$ cat config.mk
export PLATFORM = sky130hd
export DESIGN_NAME = pio_read_fifo
export DESIGN_NICKNAME = d
export VERILOG_FILES = /design/src/rtl/pio_read_fifo.sv
export SDC_FILE = /design/constraint.sdc
export NUM_CORES = 1
export LEC_CHECK = 0
export CAP_MARGIN = 20
export CORE_MARGIN = 4
export CORE_UTILIZATION = 53
export DETAILED_ROUTE_END_ITERATION = 12
export PLACE_DENSITY = 0.8
export SLEW_MARGIN = 30
export SYNTH_ARGS = -nofsm -noshare
export SYNTH_HDL_FRONTEND = slang
export SYNTH_SLANG_ARGS = --single-unit
$ cat constraint.sdc
create_clock -name clk -period 3.6 [get_ports clk]
set_input_delay 0.36 -clock clk [delete_from_list [all_inputs] [get_ports clk]]
set_output_delay 0.36 -clock clk [all_outputs]
set_load 0.01 [all_outputs]
$ cat src/rtl/pio_read_fifo.sv
// FPGA-to-CPU mailbox FIFO drained over Avalon-MM (DATA at 0, STATUS at 1); optional PIO_READ_FIFO_IRQ_EN adds irq + mask at 2.
// Latency: readdata registered, valid one cycle after the read strobe; no waitrequest.
// Backpressure: none; a push into a full FIFO without a same-cycle pop is dropped and latches sticky overflow.

module pio_read_fifo_buf #(
   parameter int WIDTH = 32,
   parameter int DEPTH = 8
) (
   input  logic                   clk,
   input  logic                   rst_n,
   input  logic                   push,
   input  logic [WIDTH-1:0]       push_data,
   input  logic                   pop,
   output logic [WIDTH-1:0]       head_data,
   output logic [$clog2(DEPTH):0] count
);
   localparam int AW = $clog2(DEPTH);
   localparam int CW = AW + 1;

   logic [WIDTH-1:0] mem [DEPTH];
   logic [AW-1:0]    head;
   logic [AW-1:0]    tail;

   // Storage needs no reset: pointers and count define which entries are live.
   always_ff @(posedge clk) begin
      if (push) begin
         mem[tail] <= push_data;
      end
   end

   always_ff @(posedge clk or negedge rst_n) begin
      if (!rst_n) begin
         head  <= '0;
         tail  <= '0;
         count <= '0;
      end else begin
         if (push) begin
            tail <= tail + AW'(1);
         end
         if (pop) begin
            head <= head + AW'(1);
         end
         case ({push, pop})
            2'b10:   count <= count + CW'(1);
            2'b01:   count <= count - CW'(1);
            default: count <= count;
         endcase
      end
   end

   assign head_data = mem[head];

endmodule

module pio_read_fifo #(
   parameter int DATA_WIDTH = 32,
   parameter int DEPTH      = 8
) (
   input  logic                  clk,
   input  logic                  rst_n,
   input  logic [1:0]            avs_s0_address,
   input  logic                  avs_s0_chipselect,
   input  logic                  avs_s0_read_n,
`ifdef PIO_READ_FIFO_IRQ_EN
   input  logic                  avs_s0_write_n,
   input  logic [31:0]           avs_s0_writedata,
   output logic                  irq,
`endif
   output logic [31:0]           avs_s0_readdata,
   input  logic                  wr_en,
   input  logic [DATA_WIDTH-1:0] wr_data,
   output logic                  full,
   output logic                  avail
);
   localparam int AW = $clog2(DEPTH);
   localparam int CW = AW + 1;
   localparam logic [CW-1:0] FULL_CNT = CW'(DEPTH);

   logic                  rd;
   logic                  pop;
   logic                  push;
   logic                  ovf_set;
   logic                  ovf_clr;
   logic                  overflow;
   logic [DATA_WIDTH-1:0] head_data;
   logic [CW-1:0]         count;
   logic [31:0]           data_word;
   logic [31:0]           status_word;
   logic [31:0]           rdata_nxt;

   assign rd    = avs_s0_chipselect && !avs_s0_read_n;
   assign full  = (count == FULL_CNT);
   assign avail = (count != '0);

   // A pop frees a slot on the same edge, so a push into a full FIFO is still taken when paired with a pop.
   assign pop     = rd && (avs_s0_address == 2'd0) && avail;
   assign push    = wr_en && (!full || pop);
   assign ovf_set = wr_en && full && !pop;
   assign ovf_clr = rd && (avs_s0_address == 2'd1);

   pio_read_fifo_buf #(
      .WIDTH (DATA_WIDTH),
      .DEPTH (DEPTH)
   ) u_buf (
      .clk       (clk),
      .rst_n     (rst_n),
      .push      (push),
      .push_data (wr_data),
      .pop       (pop),
      .head_data (head_data),
      .count     (count)
   );

   always_ff @(posedge clk or negedge rst_n) begin
      if (!rst_n) begin
         overflow <= 1'b0;
      end else if (ovf_set) begin
         overflow <= 1'b1;
      end else if (ovf_clr) begin
         overflow <= 1'b0;
      end
   end

`ifdef PIO_READ_FIFO_IRQ_EN
   logic [1:0] irq_mask;
   logic       mask_wr;
   logic       unused_wdata;

   assign mask_wr      = avs_s0_chipselect && !avs_s0_write_n && (avs_s0_address == 2'd2);
   assign unused_wdata = ^avs_s0_writedata[31:2];

   always_ff @(posedge clk or negedge rst_n) begin
      if (!rst_n) begin
         irq_mask <= 2'b00;
         irq      <= 1'b0;
      end else begin
         if (mask_wr) begin
            irq_mask <= avs_s0_writedata[1:0];
         end
         irq <= (irq_mask[0] && avail) || (irq_mask[1] && overflow);
      end
   end
`endif

   always_comb begin
      data_word                   = '0;
      data_word[DATA_WIDTH-1:0]   = head_data;
      status_word                 = '0;
      status_word[0]              = avail;
      status_word[1]              = full;
      status_word[2]              = overflow;
      status_word[8 +: CW]        = count;
   end

   always_comb begin
      rdata_nxt = '0;
      case (avs_s0_address)
         2'd0: begin
            if (pop) begin
               rdata_nxt = data_word;
            end
         end
         2'd1: rdata_nxt = status_word;
`ifdef PIO_READ_FIFO_IRQ_EN
         2'd2: rdata_nxt = {30'd0, irq_mask};
`endif
         default: rdata_nxt = '0;
      endcase
   end

   always_ff @(posedge clk or negedge rst_n) begin
      if (!rst_n) begin
         avs_s0_readdata <= '0;
      end else if (rd) begin
         avs_s0_readdata <= rdata_nxt;
      end
   end

endmodule
==> metrics.yaml <==
hold_viol_final: 0
n_antenna_cell: 0
wl_per_cell_um: 25.86
hold_path_class: "in -> async"
grt_max_degree: 46
postRouteAntennaNets: 0
peakVddDrop_v: 0.0004108
fin_nets: 663
synth_area_um2: 11270
outcome: "finished clean"
root_buffer: "clkbuf_16"
worst_clock_skew_ps: 17.62
grt.total_usage_pct: 20.01
antenna_found_initial: 0
syn_inst: 525
path_max_fanout: 22
grt_pass1_wl_um: 36110
cts_tree: "yes"
syn_avg_cell_area_um2: 21.46
rsz0062_at_grt: "no"
fmax_mhz: 377.2
via_count: 5685
cts-htree-levels: 1
yosysSeqAreaShare_pct: 77.77
initial_utilization_pct: 53.77
place_area_um2: 12460
grt_overflow: 0
synth.area.top_cells: "edfxtp_1 (68%), mux4_2 (13%), dfrtp_1 (9.5%)"
critPathLaunchType: "input port"
tns_ps: 0
yosysMostFrequentCell: "edfxtp_1"
finalWirelength_um: 23740
worst_pin_slew_ps: 959.1
worstPathRequired_ps: 3830
drive_gt1_share_pct: 23.02
clk_pin_slew_ps: 60
regArea_um2: 8768
dieArea_um2: 23660
die_y_um: 153.8
power_density_nw_per_um2: 767.9
leakagePower_nw: 4.670
yosysTopAreaCellShare_pct: 68.22
first_global_vias: 5925
post_cts_buffers: 0
crit_path_cell_trace: "clkdlybuf4s50_1, or4b_1, a21boi_2, nand2b_1, nor2_4, buf_12"
rows: 53
cp_slowest_cell: "or4b_1"
yosys_warnings: 0
multiInputGateArea_um2: 2333
ios: 73
hpwlAfterDp_um: 13350
io_buffers: 72
cts_made_buffers: 29
insertion_delay_ps: 540
die_w_um: 153.8
holdWs_ps: 352.0
fin_crit_sh_pct: 73.64
critical_path.max_stage_delay_ps: 680
syn_nets: 567
maxCapViolations: 0
cts.sinks: 299
drc: 0
period_minus_slack_ps: 2651
avgViaCountPerCell: 6.193
gp_congestion: 0.7712
yosysUniqueCellTypes: 38
worstSetupPathType: "in -> reg"
synth_edf_count: 256
synth-async-reset-ratio_pct: 14.38
drtIter0Drc: 672
cts_buffer_depth: 3
synth_seq_cells: 299
fin_util_pct: 64.46
area_delta_synth_final_pct: 19.86
maxSlewViolCount: 0
synth_common_cells: "edfxtp_1 (256), mux4_2 (64), dfrtp_1 (43), a222oi_1 (25), inv_1 (25)"
yosysTopAreaCell: "edfxtp_1"
nFillCells: 1366
setup_viol: 0
ctsHoldBuffers: 1
cts_resized: 0
dr.pass1.iters: 9
fin_area_um2: 13510
ys.flop_type: "edfxtp_1"
worstPathArrival_ps: 2880
slew_headroom_pct: 36.06
core-area_um2: 20960
cp-end-kind: "register"
## stage by stage
step | setup WS [ps] | power [W] | std cells
global route | 814.5 | 0.01080 | 918
finish | 949.0 | 0.01037 | 918
floorplan | 398.0 | 0.006270 | 525
CTS | 971.8 | 0.01042 | 917
detailed placement | 444.7 | 0.007205 | 863
global placement | 537.0 | 0.007081 | 863
## routing by layer
metal	up-vias	GRT usage (%)	part of all wire, %
met5	-	0	0
met4	0	5.046	2.1
met1	2941	27.79	38
li1	2367	-	-
met2	337	33.26	50
met3	40	3.997	9.4
## path summary, 6_finish.rpt
| path | end | slack, ps | from | cells after the start |
|---|---|---|---|---|
| min in group clk | avs_s0_readdata[0] | 490 | avs_s0_readdata[0] | 2 |
| hold reg to reg | avs_s0_readdata[0] | 490 | avs_s0_readdata[0] | 2 |
| max in group asynchronous | u_buf.head[0] | 2430 | rst_n | 3 |
| hold / removal | avs_s0_readdata[14] | 350 | rst_n | 2 |
| setup reg to reg | avs_s0_readdata[6] | 1210 | u_buf.head[0] | 5 |
| setup / recovery | u_buf.mem[6][0] | 950 | avs_s0_address[0] | 6 |
## flip-flops by register name (all words and copies together), names as in the netlist
register,cells
overflow,1
u_buf.head,3
u_buf.tail,3
u_buf.mem,256
avs_s0_readdata,32
u_buf.count,4
## logic make-up (layout without fill, tap and decap cells)
kind of cell             count (synthesis)  after routing  share of synthesized area, %
flip-flops                             299            299                         77.77
multiplexers                            68             68                         13.17
buffers and inverters                   54            172                         2.176
AO/OA/AOI/OAI                           48             48                         3.698
AND/OR/NAND/NOR                         46             46                         2.310
XOR/XNOR                                 7              7                        0.5441
adder cells (fa/ha/maj)                  3              3                        0.3331
## layout by cell type, fill, tap and decap left out, types with 4 or more instances in the layout
master           synthesis  final
edfxtp_1               256    256
clkdlybuf4s50_1          0     71
mux4_2                  64     64
dfrtp_1                 43     41
clkbuf_16                0     29
a222oi_1                25     25
inv_1                   25     25
buf_4                    0     14
nand2_1                 13     13
a22oi_1                 12     12
nor2_4                   0      6
clkbuf_1                14      6
buf_12                   0      6
bufinv_16                0      5
nand2b_1                 4      4
nor2_1                  10      4
xnor2_1                  4      4
clkinv_2                 0      4
## final cells by class
| cell class | count | area share (%) |
|---|---|---|
| flip-flops and latches | 299 | 64.92 |
| multi-input cells | 172 | 17.28 |
| repair buffers | 93 | 7.040 |
| clock buffers | 38 | 5.845 |
| well taps | 275 | 2.547 |
| clock inverters | 15 | 1.649 |
| inverters | 26 | 0.7226 |
## power breakdown
part	internal [W]	switching, W	total [W]	leakage (nW)
clock network	0.00192	0.00127	0.00318	0.492
logic	0.00125	0.00111	0.00236	1.29
registers	0.00438	0.000448	0.00483	2.89
## critical path, delay by kind of cell
kind | cells | cell delay, ps
simple gates | 3 | 1410
buf+inv | 2 | 740
compound gates | 1 | 350
No activity file was read; power rests on OpenSTA's default activity.
